## src/rtl/tx_timing_defs_pkg.sv

```systemverilog
// Shared definitions for the tx_timing gate: FSM encoding, counter widths.
// Optional build macro TX_TIMING_DROP_LATE_EN is consumed by tx_time_gate.
package tx_timing_defs_pkg;

  typedef enum logic [1:0] {
    ST_IDLE,
    ST_WAIT,
    ST_RELEASE,
    ST_BYPASS
  } gate_state_t;

  localparam int LATE_CNT_W = 32;
  localparam int TS_W_DEF   = 64;

  function automatic logic [LATE_CNT_W-1:0] sat_inc(
    input logic [LATE_CNT_W-1:0] v
  );
    return (&v) ? v : v + 1'b1;
  endfunction

endpackage

```

## src/rtl/tx_ts_fifo.sv

```systemverilog
// First-word-fall-through timestamp queue with a peek at the entry behind
// the head, so the gate can keep pressure released across back-to-back frames.
module tx_ts_fifo #(
  parameter  int DEPTH = 8,
  parameter  int W     = 64,
  localparam int AW    = $clog2(DEPTH),
  localparam int LW    = AW + 1
) (
  input  logic          clk,
  input  logic          rst_n,
  input  logic          push,
  input  logic          pop,
  input  logic [W-1:0]  din,
  output logic [W-1:0]  head,
  output logic [W-1:0]  head_next,
  output logic [LW-1:0] level,
  output logic          full,
  output logic          empty,
  output logic          overflow
);

  logic [W-1:0]  mem [DEPTH];
  logic [AW-1:0] wr_ptr;
  logic [AW-1:0] rd_ptr;
  logic [AW-1:0] rd_nxt;
  logic          do_push;
  logic          do_pop;

  assign full    = (level == LW'(DEPTH));
  assign empty   = (level == '0);
  assign do_pop  = pop & ~empty;
  // A pop frees a slot this cycle, so a full queue can still take a write
  assign do_push = push & (~full | do_pop);
  assign rd_nxt  = rd_ptr + AW'(1);

  always_ff @(posedge clk) begin
    if (!rst_n) begin
      wr_ptr   <= '0;
      rd_ptr   <= '0;
      level    <= '0;
      overflow <= 1'b0;
    end else begin
      if (do_push) wr_ptr <= wr_ptr + AW'(1);
      if (do_pop)  rd_ptr <= rd_nxt;
      level <= level + LW'(do_push) - LW'(do_pop);
      if (push & ~do_push) overflow <= 1'b1;
    end
  end

  always_ff @(posedge clk) begin
    if (do_push) mem[wr_ptr] <= din;
  end

  assign head      = mem[rd_ptr];
  assign head_next = mem[rd_nxt];

endmodule

```

## src/rtl/tx_time_gate.sv

```systemverilog
// Scheduled TX pressure release gate over a queue of timestamps.
// Build macro TX_TIMING_DROP_LATE_EN: late heads are discarded, not sent.
module tx_time_gate
  import tx_timing_defs_pkg::*;
#(
  parameter  int          TS_WIDTH    = TS_W_DEF,
  parameter  int          DEPTH       = 8,
  parameter  int unsigned LATE_MARGIN = 0,
  localparam int          LW          = $clog2(DEPTH) + 1
) (
  input  logic                  CLK,
  input  logic                  RESETN,
  input  logic [TS_WIDTH-1:0]   COUNTER_TS,
  input  logic                  ENABLE,
  input  logic [TS_WIDTH-1:0]   SCHED_TS,
  input  logic                  SCHED_VALID,
  output logic                  SCHED_READY,
  input  logic                  FRAME_DONE,
  output logic                  EN_OUT,
  output logic                  PR_OUT,
  output logic                  LATE_PULSE,
  output logic [LATE_CNT_W-1:0] LATE_COUNT,
  output logic [LW-1:0]         LEVEL,
  output logic                  OVERFLOW
);

  localparam logic [TS_WIDTH:0] MARGIN = (TS_WIDTH+1)'(LATE_MARGIN);

  gate_state_t         state;
  logic                first_q;
  logic [TS_WIDTH-1:0] head;
  logic [TS_WIDTH-1:0] head_next;
  logic [LW-1:0]       level;
  logic                full;
  logic                empty;
  logic                pop;
  logic                due;
  logic                due_next;
  logic                late;
  logic                late_hit;
  logic                rel_done;
  logic                remain;
  logic                hold_next;

  tx_ts_fifo #(
    .DEPTH (DEPTH),
    .W     (TS_WIDTH)
  ) u_fifo (
    .clk       (CLK),
    .rst_n     (RESETN),
    .push      (SCHED_VALID),
    .pop       (pop),
    .din       (SCHED_TS),
    .head      (head),
    .head_next (head_next),
    .level     (level),
    .full      (full),
    .empty     (empty),
    .overflow  (OVERFLOW)
  );

  assign due      = (COUNTER_TS >= head);
  assign due_next = (COUNTER_TS >= head_next);
  assign late     = ({1'b0, COUNTER_TS} > ({1'b0, head} + MARGIN));
  assign late_hit = ~ENABLE & (state == ST_WAIT) & first_q & late;
  assign rel_done = ~ENABLE & (state == ST_RELEASE) & FRAME_DONE;
  assign remain   = (level > LW'(1));

`ifdef TX_TIMING_DROP_LATE_EN
  logic late_next;
  assign late_next = ({1'b0, COUNTER_TS} > ({1'b0, head_next} + MARGIN));
  assign hold_next = due_next & ~late_next;
  assign pop       = rel_done | late_hit;
`else
  assign hold_next = due_next;
  assign pop       = rel_done;
`endif

  assign SCHED_READY = ~full;
  assign LEVEL       = level;

  always_ff @(posedge CLK) begin
    if (!RESETN) begin
      state      <= ST_IDLE;
      first_q    <= 1'b0;
      EN_OUT     <= 1'b1;
      PR_OUT     <= 1'b1;
      LATE_PULSE <= 1'b0;
      LATE_COUNT <= '0;
    end else begin
      LATE_PULSE <= 1'b0;
      if (ENABLE) begin
        state  <= ST_BYPASS;
        EN_OUT <= 1'b1;
        PR_OUT <= 1'b1;
      end else begin
        unique case (state)
          ST_BYPASS: begin
            state  <= ST_IDLE;
            EN_OUT <= 1'b0;
            PR_OUT <= 1'b0;
          end
          ST_IDLE: begin
            PR_OUT <= 1'b0;
            if (!empty) begin
              state   <= ST_WAIT;
              first_q <= 1'b1;
              EN_OUT  <= 1'b1;
            end else begin
              EN_OUT <= 1'b0;
            end
          end
          ST_WAIT: begin
            first_q <= 1'b0;
            EN_OUT  <= 1'b1;
            if (late_hit) begin
              LATE_PULSE <= 1'b1;
              LATE_COUNT <= sat_inc(LATE_COUNT);
`ifdef TX_TIMING_DROP_LATE_EN
              PR_OUT <= 1'b0;
              if (remain) begin
                first_q <= 1'b1;
              end else begin
                state  <= ST_IDLE;
                EN_OUT <= 1'b0;
              end
`else
              state  <= ST_RELEASE;
              PR_OUT <= 1'b1;
`endif
            end else if (due) begin
              state  <= ST_RELEASE;
              PR_OUT <= 1'b1;
            end else begin
              PR_OUT <= 1'b0;
            end
          end
          ST_RELEASE: begin
            if (FRAME_DONE) begin
              if (remain) begin
                state   <= ST_WAIT;
                first_q <= 1'b1;
                EN_OUT  <= 1'b1;
                PR_OUT  <= hold_next;
              end else begin
                state  <= ST_IDLE;
                EN_OUT <= 1'b0;
                PR_OUT <= 1'b0;
              end
            end else begin
              EN_OUT <= 1'b1;
              PR_OUT <= 1'b1;
            end
          end
          default: state <= ST_IDLE;
        endcase
      end
    end
  end

endmodule

```

## config.mk

```make
export PLATFORM = sky130hd
export DESIGN_NAME = tx_time_gate
export DESIGN_NICKNAME = d
export VERILOG_FILES = /design/src/rtl/tx_timing_defs_pkg.sv /design/src/rtl/tx_ts_fifo.sv /design/src/rtl/tx_time_gate.sv
export SDC_FILE = /design/constraint.sdc
export NUM_CORES = 1
export LEC_CHECK = 0
export ABC_AREA = 1
export BUFFER_PORTS_ARGS = -buffer_cell sky130_fd_sc_hd__buf_2
export CAP_MARGIN = 30
export CELL_PAD_IN_SITES_DETAIL_PLACEMENT = 1
export CELL_PAD_IN_SITES_GLOBAL_PLACEMENT = 2
export CORE_MARGIN = 8
export CORE_UTILIZATION = 39
export CTS_BUF_LIST = sky130_fd_sc_hd__clkbuf_16
export DETAILED_ROUTE_END_ITERATION = 12
export PLACE_DENSITY = 0.88
export SLEW_MARGIN = 30
export SYNTH_ARGS = -nofsm -noshare
export SYNTH_HDL_FRONTEND = slang
export SYNTH_SLANG_ARGS = --single-unit
```

## constraint.sdc

```tcl
create_clock -name CLK -period 6.8 [get_ports CLK]
set_input_delay 1.36 -clock CLK [delete_from_list [all_inputs] [get_ports CLK]]
set_output_delay 1.36 -clock CLK [all_outputs]
set_load 0.02 [all_outputs]
```

Word-level counts from Yosys, hierarchy flattened
Memories as Yosys holds them, arrays and structs flattened. A register that Yosys moved wholly into a read port is not among the register bits.
Index checks and enable logic that the tools add are counted.
Widths: inputs -> output; s select.
Operators by class
  $add $sub $neg: 5
  magnitude comparators: 4
  equality and inequality tests: 10
  multiplexer cells: 25
  bitwise gates (word level): 16
  reduce and logical (&&, ||, !) cells: 10
Operators with widths (number)
  $ge 64x64->1: 2
  $gt 64x64->1: 1
  $add 32x1->32 const B: 1
  $reduce_and 32->1: 1
  $mux 1: 14
  $mux 2: 5
  $and 1x1->1: 8
  $pmux 2 s4: 1
  $not 1->1: 7
  $add 3x1->3 const B: 2
  $mux 3: 2
  $ne 2x2->1 const B: 3
  $ne 3x3->1 const B: 2
  $pmux 1 s3: 2
  $reduce_and 5->1: 1
  $add 4x1->4: 1
  $eq 2x2->1 const B: 2
  $eq 4x4->1 const B: 1
  $gt 4x1->1 const B: 1
  $logic_not 4->1: 1
  $ne 4x4->1 const B: 1
  $pmux 1 s4: 1
  $reduce_and 4->1: 1
  $reduce_or 2->1: 2
  other kinds (7): 7
Storage, ports and cells
  register bits after elaboration: 49
  memory bits (writable): 512
  output and inout bits: 41
  memories kept: 1
Memory list
  u_fifo.mem: words 8, bits a word 64, read ports 2, clocked after Yosys merged registers in 1, write ports 1, line tx_ts_fifo.sv:22  | logic [W-1:0] mem [DEPTH];

Logic depth before layout (Yosys ltp)
  depth in word-level cells: 8
  mapped depth: 26

Cells and area by module
A second synthesis with hierarchy kept.
Second synthesis, totals
  cell total of the unflattened synthesis: 3617
  area, all modules: 31333.8 um2
By module, submodules not included
  tx_ts_fifo: times used 1, cells each 2729, area each 25619.6 um2, sequential area each 15655.0 um2
  tx_time_gate: times used 1, cells each 888, area each 5714.2 um2, sequential area each 760.7 um2

Worst setup path after synthesis
No wires, ideal clock.
  path kind: input to register
  start: input port ENABLE
  end: memory u_fifo.mem[0][0], enable pin
  setup time: 486 ps
  arrival: 4878 ps
  slack: 1435 ps
  stages on the path: 7
  buffers on the path: 0
  cell sequence: inv_1 -> nand4_1 -> inv_1 -> o21ai_0 -> inv_1 -> nand2_1 -> nor2_1
On the way
  word-level cells in the longest chain between the ends: 8
Ends and longest elaborated chain
  start: declaration: line tx_time_gate.sv:14  | input logic ENABLE,
  $not 1->1 (no source line)
  $and 1x1->1 (2 in a row): line tx_time_gate.sv:66  | assign rel_done = ~ENABLE & (state == ST_RELEASE) & FRAME_DONE;
  $and 1x1->1: line tx_ts_fifo.sv:31  | assign do_pop = pop & ~empty;
  named net u_fifo.do_pop: line tx_ts_fifo.sv:27  | logic do_pop;
  $or 1x1->1: line tx_ts_fifo.sv:33  | assign do_push = push & (~full | do_pop);
  $and 1x1->1: line tx_ts_fifo.sv:33
  named net u_fifo.do_push: line tx_ts_fifo.sv:26  | logic do_push;
  $mux 1: line tx_ts_fifo.sv:51  | if (do_push) mem[wr_ptr] <= din;
  $mux 1 (not written as such): line tx_ts_fifo.sv:51
  end: declaration: line tx_ts_fifo.sv:22
The timed path passes the listed nets, and every way through them passes these cells.

==> summary.md <==
| Metric | Value |
|---|---|
| Largest net degree at the start of global routing | 175 |
| Largest family of logic cells by synthesized area | compound AO/OA/AOI/OAI gates |
| Worst path top cell family by delay | simple AND/OR/NAND/NOR gates |
| Clock transition at path regs | 0.06 ns |
| Static Leak | 12.2 nW |
| Critical path arrival | 5.48 ns |
| Fillers | 8564 |
| Die X | ~290 um |
| IO Count | 174 |
| CTS Buffer Depth | 3 |
| Synth top cells by count | o21ai_0 (602), edfxtp_1 (512), a21oi_1 (428) |
| Max-slew violation count | 0 |
| XOR/XNOR Fraction of Synth Area | less than 1% |
| Vias in the first global route | 26700 |
| Die Area | 0.0856 mm2 |
| Slew margin rel. | 35.7% |
| EDFF count, synth | 512 |
| CTS sink count | 564 |
| Synth warn | 0 |
| CTS tree | done |
| CP most frequent cell | nand2_1 |
| Mux cell area share after synthesis | 0% |
| RSZ-0062 raised after global routing | false |
| Count leader, synth | o21ai_0 |
| PwrDens | approximately 280 mW/mm2 |
| P&R area growth vs syn | 12.1% |
| Outcome | completed |
| Die height | 293 um |
| Iteration count of the initial detailed-routing pass | 5 |
| Setup-failing EPs final | 0 |
| CTS Root Cell | clkbuf_16 |
| Net count reported at finish | 3512 |
| Register area share after synthesis | 55.0% |
| Via count | 25000 |
| Antenna violations before repair | 17 |
| Crit share post-route | 73.3% |
| CTS resizes | 0 |
| Placed Cells | 4149 |
| Post-route DRC | 0 |
| Vias/cell | 5.88 |
| Max_cap viols | 0 |
| Initial Utilization | approximately two fifths |
| CP max stage delay | 0.77 ns |
| Grt ovf | 0 |
| Dpl hpwl | 62300 um |
| Hold buffers post-CTS | 0 |
| Avg Cell Area, Syn | about 9.4 um2 |
| Post-Synth Simple-Gate Area | 10.9% |
| WS Path Type | reg -> reg |
| Dominant synthesized flop cell | edfxtp_1 |
| Postcts setup bufs | 0 |
| HP Class | reg -> reg |
| Avg WL per Cell | 23.8 um |
| Reg area | 0.0164 mm2 |
| Setup Skew | between 0.015 and 0.02 ns |
| Site Rows | slightly above 100 |
| Slack of the critical path | 1.81 ns |
| Fmax | 0.201 GHz |
| Max Fanout on Critical Path | 120 |
| Synth area leaders | edfxtp_1 (52%), o21ai_0 (10%), a21oi_1 (7.2%) |
| DP Worst Slack | 1.76 ns |
| Total power | slightly above 9 mW |
| Final cell count without fillers | 4261 |
| Slew @ Worst Pin | 0.963 ns |
| Post-synth top area share | slightly above 50% |
| Final period demand of the worst path | 4.99 ns |
| Core area | ~0.076 mm2 |
| Peak supply drop | 0.000264 V |
| Placer Congestion | 0.855 |
| ANT nets after route | 0 |
| Wire length of the first global-routing pass | 155000 um |
| Setup_tns | 0 ns |
| Synth cell types | 36 |
| Number of DRC markers in iteration 0 | 1983 |
| Adder-Cell Fraction of Synth Area | 6.06% |
| Final Util | 44.1% |
| Total length of routed wires | 102000 um |
| Critical path buffers and inverters | 4 |
| Syn Std Cell Area | around 0.03 mm2 |
| Final Hold Fails | 0 |
| Gr usage total | a little under a quarter |
| Mapped Cells | roughly 3200 |
| H-tree depth | 2 |
| Complex-gate fraction of the synthesized area | 20.9% |
| Worst skew pair latency | 0.63 ns |
| Async S/R FF share, synth | 0% |
| Yosys top cell by area | edfxtp_1 |
| Yosys reg bits | around 560 |
| Slowest cell on crit path | dfxtp_4 |
| Multi-input logic area | 0.0117 mm2 |
| IO buf count | 173 |
| Critical Path, Cell by Cell | inv_8 -> buf_4 -> a21oi_1 -> o21ai_0 -> o21ai_0 -> o21ai_0 -> ha_1 -> nand2_1 -> nor2_1 -> nand2_1 -> nor2_1 -> nand2_1 -> clkinv_1 -> nand2_1 -> a21boi_2 -> buf_4 -> nand2_2 -> nand2_1 -> a21oi_1 |
| Setup crit end kind | flip-flop |
| Layout cells sized above 1 | 9.40% |
| Worst Path Required | 7.29 ns |
| CTS buffer count | 61 |
| CP startpoint kind | flip-flop |
| Syn nets | 3449 |
==> per-stage QoR <==
stage	hold WS [ns]	area [um2]
final	0.447	33400
after global routing	0.472	33400
after CTS	0.450	33400
after detailed placement	0.441	31600
after global placement	0.443	31600
after floorplan	0.463	29800
==> area by class of cell <==
class / count / area share, %
flip-flops and latches: 564 / 49.1
multi-input cells: 2126 / 34.9
clock buffers: 61 / 4.57
repair buffers: 209 / 3.82
well taps: 978 / 3.66
inverters: 273 / 3.12
clock inverters: 44 / 0.752
diodes: 6 / 0.0449
==> routing by layer <==
metal / global-route usage, % / routed length [um]
met1: 29.1 / 43000
met2: 39.2 / 49400
met3: 4.27 / 6130
met4: 8.03 / 3000
met5: 0 / 86
==> cells in the final DEF (no fill, tap or decap), types with 24 or more instances in the layout <==
cell type	count
a21oi_1	428
buf_2	173
buf_4	24
clkbuf_16	61
dfxtp_1	48
edfxtp_1	512
ha_1	142
inv_1	286
nand2_1	341
nand3_1	179
nor2_1	196
o211ai_1	128
o21ai_0	602
xor2_1	27
==> registers in the layout (all words and copies together) (netlist names), named ones only <==
register / count
state: 2
LATE_COUNT: 32
u_fifo.level: 4
u_fifo.overflow: 1
LATE_PULSE: 1
EN_OUT: 1
u_fifo.wr_ptr: 3
u_fifo.rd_ptr: 3
u_fifo.mem: 512
PR_OUT: 1
first_q: 1
==> tightest hold or removal path: cells and delay by family, from the launching register on <==
kind / cells / cell delay (ns)
compound gates: 1 / 0.05
buf+inv: 1 / 0.04
flops: 1 / 0.30
==> kinds of logic (layout without fill, tap and decap cells) <==
kind of cell | Yosys count | after routing
buffers and inverters | 482 | 587
other | 0 | 6
XOR/XNOR | 32 | 32
AND/OR/NAND/NOR | 776 | 776
AO/OA/AOI/OAI | 1174 | 1174
flip-flops | 564 | 564
adder cells (fa/ha/maj) | 144 | 144
==> final timing paths <==
path,startpoint,endpoint,slack [ns],cells past startpoint
worst max-delay path,flip-flop,LATE_COUNT[28],1.81,19
worst min-delay path,u_fifo.overflow,u_fifo.overflow,0.45,2
worst max register to register,flip-flop,LATE_COUNT[28],1.81,19
worst min register to register,u_fifo.overflow,u_fifo.overflow,0.45,2
==> report_power, final <==
group / internal, mW / total, mW / switching, mW
clock: 1.71 / 3.08 / 1.36
combinational: 0.655 / 2.07 / 1.41
sequential: 4.00 / 4.10 / 0.103
total: 6.36 / 9.24 / 2.88
(Power assumes the default switching activity.)
